$ cat src/rtl/complex_proc_controller.sv
// Sequencer for the 32x16 complex-number memory: runs a stored program from
// address 0, fetching two operands per instruction and writing back the result.
module complex_proc_controller (
  input  logic        clk,
  input  logic        rst_n,
  input  logic        start,
  input  logic [15:0] mem_rdata,
  output logic        mem_readwriteN,
  output logic [4:0]  mem_address,
  output logic [15:0] mem_wdata,
  output logic        busy,
  output logic        done,
  output logic [4:0]  pc
);

  typedef enum logic [2:0] {
    IDLE,
    FETCH,
    LOAD_A,
    LOAD_B,
    EXEC,
    WRITE,
    HALT
  } state_t;

  state_t      state;
  logic [15:0] ir;
  logic [15:0] opa;
  logic [15:0] opb;
  logic [15:0] res;
  logic [15:0] alu_out;

  logic signed [7:0]  ar, ai, br, bi;
  logic signed [15:0] p_rr, p_ii, p_ri, p_ir;
  logic signed [16:0] mul_re, mul_im;
  logic [7:0]         lane_re, lane_im;

  assign ar = opa[15:8];
  assign ai = opa[7:0];
  assign br = opb[15:8];
  assign bi = opb[7:0];

  // Each lane wraps to 8 bits; the product sums are kept at 17 bits before truncation.
  always_comb begin
    p_rr    = 16'(ar) * 16'(br);
    p_ii    = 16'(ai) * 16'(bi);
    p_ri    = 16'(ar) * 16'(bi);
    p_ir    = 16'(ai) * 16'(br);
    mul_re  = 17'(p_rr) - 17'(p_ii);
    mul_im  = 17'(p_ri) + 17'(p_ir);
    lane_re = 8'h00;
    lane_im = 8'h00;
    case (ir[15:14])
      2'b00: begin
        lane_re = ar + br;
        lane_im = ai + bi;
      end
      2'b01: begin
        lane_re = ar - br;
        lane_im = ai - bi;
      end
      default: begin
        lane_re = mul_re[7:0];
        lane_im = mul_im[7:0];
      end
    endcase
    alu_out = {lane_re, lane_im};
  end

  always_ff @(posedge clk or negedge rst_n) begin
    if (!rst_n) begin
      state <= IDLE;
      pc    <= 5'd0;
      ir    <= 16'h0000;
      opa   <= 16'h0000;
      opb   <= 16'h0000;
      res   <= 16'h0000;
    end else begin
      case (state)
        IDLE, HALT: begin
          if (start) begin
            pc    <= 5'd0;
            state <= FETCH;
          end
        end
        FETCH: begin
          ir    <= mem_rdata;
          state <= (mem_rdata[15:14] == 2'b11) ? HALT : LOAD_A;
        end
        LOAD_A: begin
          opa   <= mem_rdata;
          state <= LOAD_B;
        end
        LOAD_B: begin
          opb   <= mem_rdata;
          state <= EXEC;
        end
        EXEC: begin
          res   <= alu_out;
          state <= WRITE;
        end
        WRITE: begin
          pc    <= pc + 5'd1;
          state <= FETCH;
        end
        default: state <= IDLE;
      endcase
    end
  end

  // Memory port decodes from registers only, so nothing from mem_rdata or start leaks through.
  always_comb begin
    mem_readwriteN = 1'b1;
    mem_address    = 5'd0;
    case (state)
      FETCH:        mem_address = pc;
      LOAD_A:       mem_address = {ir[13], ir[12:9]};
      LOAD_B, EXEC: mem_address = {ir[13], ir[8:5]};
      WRITE: begin
        mem_address    = ir[4:0];
        mem_readwriteN = 1'b0;
      end
      default:      mem_address = 5'd0;
    endcase
  end

  assign mem_wdata = res;
  assign busy      = (state == FETCH) || (state == LOAD_A) || (state == LOAD_B) ||
                     (state == EXEC)  || (state == WRITE);
  assign done      = (state == HALT);

endmodule

$ cat config.mk
export PLATFORM = sky130hd
export DESIGN_NAME = complex_proc_controller
export DESIGN_NICKNAME = d
export VERILOG_FILES = /design/src/rtl/complex_proc_controller.sv
export SDC_FILE = /design/constraint.sdc
export NUM_CORES = 1
export LEC_CHECK = 0
export CELL_PAD_IN_SITES_DETAIL_PLACEMENT = 1
export CELL_PAD_IN_SITES_GLOBAL_PLACEMENT = 2
export CORE_UTILIZATION = 39
export CTS_CLUSTER_SIZE = 25
export DETAILED_ROUTE_END_ITERATION = 12
export PLACE_DENSITY_LB_ADDON = 0.1
export SYNTH_ARGS = -nofsm -noshare
export SYNTH_HDL_FRONTEND = slang
export SYNTH_SLANG_ARGS = --single-unit
$ cat constraint.sdc
create_clock -name clk -period 5.7 [get_ports clk]
set_input_delay 0.855 -clock clk [delete_from_list [all_inputs] [get_ports clk]]
set_output_delay 0.855 -clock clk [all_outputs]
set_load 0.03 [all_outputs]
==> results of run 1 <==
[state kept, by name, indices dropped and copies added (netlist names)]
register / count
state: 3
pc: 5
ir: 16
opb: 16
mem_wdata: 16
opa: 16
[cell type report]
class / count / share of cell area (%)
Inverter: 109 / 4.48
Clock buffer: 9 / 2.46
Tap cell: 265 / 3.63
Sequential cell: 72 / 19.7
Clock inverter: 7 / 1.38
Multi-Input combinational cell: 630 / 61.1
Timing Repair Buffer: 73 / 7.26
[worst max-delay path by stage]
stage | start | end | slack (ps)
after floorplan | opb[1] | mem_wdata[7] | 480
after detailed placement | opb[1] | mem_wdata[7] | 370
after CTS | opb[1] | mem_wdata[7] | 350
after global routing | opa[2] | mem_wdata[7] | 150
final | opb[1] | mem_wdata[7] | 410
after global placement | opa[11] | mem_wdata[7] | 500
[worst max-delay path, stage by stage, from the launching register on]
cell and delay, ps:
dfrtp_1 350, buf_4 220, nand2_1 100, fa_1 540
inv_1 50, ha_1 290, inv_1 60, fa_1 490
inv_1 50, fa_1 570, fa_1 440, fa_1 470
ha_1 340, inv_1 80, o21bai_1 100, a21oi_1 180
xnor3_1 430, xnor2_1 130, a21o_2 220, o21ai_2 100
[through the flow]
step	instance area, um2	hold slack [ps]	std cells	utilization, %
after floorplan	7960	473	851	-
after global placement	8790	458	1149	44.6
after detailed placement	8790	462	1149	44.6
after CTS	9140	477	1165	46.3
after global routing	9140	512	1165	46.3
final	9140	472	1165	46.3
[synth_stat cells (all sizes together)]
library cell    n
o21ai          32
o31a            2
or2             2
xnor2          80
nand2          85
nor3            5
nand3           2
clkbuf         31
a21o            6
fa             64
o22ai           2
mux2           48
a31oi           4
mux2i           7
dfrtp          72
and2           81
o211ai          1
buf             9
nor4            1
a22o            1
nor2b          10
nand2b          4
or2b            1
a21oi          26
nor2           41
a221o           3
a22oi           5
inv           109
ha             94
a21boi          2
o21bai          4
xor2           15
xnor3           1
or3             1
[logic make-up (layout without fill, tap and decap cells)]
family	count (synthesis)	count (layout)	share of synthesized area, %
compound gates	88	88	6.59
xor+xnor	96	96	10.7
fa+ha+maj	158	158	30.9
buf+inv	149	198	7.26
flops	72	72	22.6
mux	55	55	7.67
simple gates	233	233	14.3
[per-layer routing]
| layer | global-route usage, % | up-vias |
|---|---|---|
| li1 | - | 2793 |
| met1 | 31.0 | 2951 |
| met2 | 40.9 | 87 |
| met3 | 3.78 | 24 |
| met4 | 5.76 | 0 |
| met5 | 0 | - |
==> impl_results.md, run 1 <==
- Wl on met1: roughly 10000 um
- DIE HEIGHT: 145 um
- Status: finished, final reports clean
- Slew margin rel.: between 30 and 40%
- IO Count: 48
- Vias in the first global route: between 6k and 7k
- Largest cells by area after synthesis: dfrtp_1 (23%), fa_1 (16%), ha_1 (15%)
- Worst reg-to-reg path cell count: 19
- Die width: 145 um
- Total CTS buffers: 9
- Core area: between 15000 and 20000 um2
- Hold Path Sink: mem_wdata[13]
- Worst hold start: mem_wdata[13]
- Port buffer count: 47
- WS Path Type: flop to flop
- Clk Tree Root Cell: clkbuf_16
- Row count: 51
- Worst-path fanout max: 15
- Clock Sinks: between 70 and 80
- Average size of a mapped cell: 9.36 um2
- Synthesis Warnings: 0
- WL final: about 23000 um
- HP Class: flop to flop
- DR WL/cell: 19.3 um
- Fillers: 2229
- Min setup slack post-route: 410 ps
- Multi-input gate area: 5580 um2
- Clock Path Buffers: 2
- Cts hold-fix bufs: 0
- Syn nets: 1028
- Worst reg2reg endpoint: mem_wdata[7]
- Post-route minimum period: 5290 ps
- Commonest non-fill, non-tap cell in the layout: inv_1
- Post-CTS setup buffer count: 0
- First-pass GRT wire length: between 30000 and 40000 um
- Most frequent cells in the layout: inv_1 (109), ha_1 (94), nand2_1 (85), and2_1 (81), xnor2_1 (80)
- Fin crit share: 92.8%
- Critical path data required time: 5990 ps
- Total congestion overflow: 0
- Largest net degree at the start of global routing: between 70 and 80
- Antenna diodes: 0
- DR WL met3: around 710 um
- Remaining DRCs: 0
- Setup slack, reg-to-reg: between 400 and 500 ps
- Max Used Layer: met4
- Pre-CTS setup slack: 365 ps
- DIE AREA: 21000 um2
- PostCTS Resize Cnt: 0
- Post-route setup TNS: 0 ps
- Max Cap Violations: 0
- Via count: 5855
- Reg-to-reg startpoint: opb[1]
- Placer Congestion: between 0.8 and 0.9
- Area share of the largest cell type after synthesis: around 23%
- Cells after synthesis: 851
- Nets: 1072
- Distinct cells, synth: 39
- Worst setup EP type: flop
- Mapped cell area: approximately 8000 um2
- Worst-Margin Slew: approximately 990 ps
- Slew Limit Fails: 0
- DR vias/cell: 5.03
- Hpwl dp: 18000 um
- RSZ-0062 raised after global routing: false
- Drt pass-1 iters: 4
- TritonCTS clock tree: done
- Met2 WL post-DR: approximately 11000 um
- Startpoint types: flop
- CTS H-tree depth: 3
- Total Routing Usage GR: 23.8%
- Post-detailed-route count of antenna-violating nets: 0
- Reg area: 1800 um2
- Starting Density: 40.4%
- Worst skew pair latency: roughly 360 ps
- Share of layout cells above drive strength 1: 10.6%
- Initial antenna violation count: 0
- P&R area growth vs syn: 14.8%
- Final Setup Violations: 0
- Final hold violations: 0
- 1st-iter DRT viols: about 210
- Synthesis-stage register bit count: 72
- Fmax achieved: 189 MHz
- Clk slew on worst S/H paths: 70 ps
- Post-synthesis sequential area ratio: 22.6%
- Largest area contributor in the netlist: dfrtp_1
- Clock Skews: roughly 14 ps
- Worst EP arrival: around 5600 ps
- Min-Delay Path Depth: 2
Power of run 1 is left out: the tool's default activity adds up to more than one toggle a clock period on the data nets, which glitch-free logic cannot reach.
==> run 2, diff against run 1 <==
--- a/config.mk
+++ b/config.mk
@@ -10,6 +10,7 @@
 export CORE_UTILIZATION = 39
 export CTS_CLUSTER_SIZE = 25
 export DETAILED_ROUTE_END_ITERATION = 12
+export GPL_ROUTABILITY_DRIVEN = 1
 export PLACE_DENSITY_LB_ADDON = 0.1
 export SYNTH_ARGS = -nofsm -noshare
 export SYNTH_HDL_FRONTEND = slang
==> results of run 2 <==
The final DEF is identical to that of run 1; final timing and power are the same.
Power of run 2 is left out for the same reason.
==> run 3, diff against run 2 <==
--- a/config.mk
+++ b/config.mk
@@ -11,6 +11,7 @@
 export CTS_CLUSTER_SIZE = 25
 export DETAILED_ROUTE_END_ITERATION = 12
 export GPL_ROUTABILITY_DRIVEN = 1
+export GPL_TIMING_DRIVEN = 0
 export PLACE_DENSITY_LB_ADDON = 0.1
 export SYNTH_ARGS = -nofsm -noshare
 export SYNTH_HDL_FRONTEND = slang
==> impl_results.md, run 3 (same netlist as run 1, synthesis figures left out) <==
- Crit-path most repeated cell: fa_1
- 1st-iter DRT viols: 143
- Final Setup Violations: 0
- Startpoint types: flop
- Share of layout cells above drive strength 1: 14.7%
- TritonCTS clock tree: done
- DR WL met3: 591 um
- Via count: 5986
- Vias in the first global route: 6652
- Clock Skews: about 3.5 ps
- Final hold violations: 0
- Fillers: 2250
- Clock Sinks: 72
- P&R area growth vs syn: 17.5%
- Worst setup EP type: flop
- CP max stage delay: 570 ps
- Fmax achieved: around 180 MHz
- Worst skew pair latency: 330 ps
- Remaining DRCs: 0
- Max Cap Violations: 0
- Drt pass-1 iters: 4
- Clock Path Buffers: 2
- Post-detailed-route count of antenna-violating nets: 0
- Total CTS buffers: 9
- Post-route minimum period: approximately 5600 ps
- Pre-CTS setup slack: -512 ps
- Initial antenna violation count: 0
- Clk Tree Root Cell: clkbuf_16
- Core area: 19700 um2
- Most frequent cells in the layout: inv_1 (106), ha_1 (94), nand2_1 (85), and2_1 (79), xnor2_1 (78)
- Slew margin rel.: ~55%
- Die width: ~140 um
- Largest net degree at the start of global routing: between 70 and 80
- CTS H-tree depth: 3
- Nets: 1101
- DR vias/cell: 5.02
- Fin crit share: 97.9%
- WL final: 23500 um
- Commonest non-fill, non-tap cell in the layout: inv_1
- Total Routing Usage GR: 24.5%
- DIE HEIGHT: approximately 140 um
- Worst EP arrival: ~5800 ps
- DIE AREA: 21000 um2
- Status: finished, final reports clean
- Critical path data required time: between 5000 and 6000 ps
- Antenna diodes: 0
- Crit-path cells: buf_8 -> and2_4 -> fa_1 -> inv_2 -> fa_1 -> fa_1 -> inv_2 -> fa_1 -> inv_1 -> fa_1 -> fa_2 -> xor2_2 -> xnor2_1 -> xnor2_1 -> xnor2_1 -> xnor3_1 -> xnor2_2 -> a21o_2 -> o21ai_2
- RSZ-0062 raised after global routing: true
- Max Used Layer: met4
- HP Class: primary input to asynchronous set/reset pin
- Placer Congestion: 0.899
- Total congestion overflow: 0
- Clk slew on worst S/H paths: 60 ps
- Row count: 51
- Starting Density: 40.4%
- IO Count: 48
- Met2 WL post-DR: 11400 um
- Worst-Margin Slew: about 670 ps
- Min setup slack post-route: 117 ps
- DR WL/cell: between 15 and 20 um
- Port buffer count: 47
- Slew Limit Fails: 0
- WS Path Type: flop to flop
- Hpwl dp: 18600 um
- Highest-delay cell along the critical path: fa_1
- First-pass GRT wire length: between 30000 and 40000 um
- Worst-path fanout max: 6
- Wl on met1: roughly 11000 um
run 3: cell count changes in the layout (fill, tap and decap cells not counted), moves of 3 or more:
cell,change
buf_2,+7
clkbuf_4,+5
inv_1,-3
buf_4,-3
dfrtp_2,+14
dfrtp_1,-15
clkbuf_1,+12
clkbuf_2,+3
run 3: critical path, delay by kind of cell, from the launching register on:
kind                       cells  cell delay (ps)
AOI/OAI and AO/OA              2              220
and+or+nand+nor                1              160
xor gates and xnor gates       6             1400
DFF                            1              440
buffers and inverters          4              290
adders and majority gates      6             2970
run 3: final timing paths:
path | start | to | slack [ps] | cells past startpoint
worst min-delay path | rst_n | mem_wdata[5] | 320 | 1
worst max-delay path | opa[11] | mem_wdata[7] | 120 | 19
max in group asynchronous | rst_n | opb[2] | 4800 | 2
min in group clk | mem_wdata[6] | mem_wdata[6] | 470 | 2
worst min register to register | mem_wdata[6] | mem_wdata[6] | 470 | 2
worst max register to register | opa[11] | mem_wdata[7] | 120 | 19
run 3: area by class of cell:
cell class / instances / area (um2) / area share [%]
multi-input combinational: 630 / 5620 / 60.1
timing repair buffer: 69 / 651 / 6.96
clock inverter: 5 / 81.3 / 0.870
inverter: 109 / 413 / 4.42
buffer: 33 / 195 / 2.09
sequential: 72 / 1820 / 19.5
tap: 265 / 332 / 3.55
clock buffer: 10 / 239 / 2.56
run 3: per-layer routing:
layer | GRT usage (%) | vias to the layer above
met2 | 42.7 | 95
li1 | - | 2845
met5 | 0 | -
met1 | 32.2 | 3020
met4 | 5.04 | 0
met3 | 3.52 | 26
run 3: what timing repair did:
action / 4_1_cts / 5_1_grt
gates cloned: 0 / 0
pin swaps: 1 / 16
setup buffers: 0 / 21
resized for setup: 17 / 50
setup endpoints to repair: 2 / 2
hold buffers: 0 / 0
run 3: stage by stage:
stage                     cells  util (%)  hold slack [ps]  cell area (um2)  TNS [ps]
final                      1193      47.4              318             9350         0
after global routing       1193      47.4              302             9350     -61.9
after CTS                  1174      46.3              306             9120         0
after detailed placement   1164      44.6              469             8790      -763
after global placement     1163      44.4              457             8760      -642
after floorplan             851         -              473             7960         0
Power of run 3 is left out for the same reason.
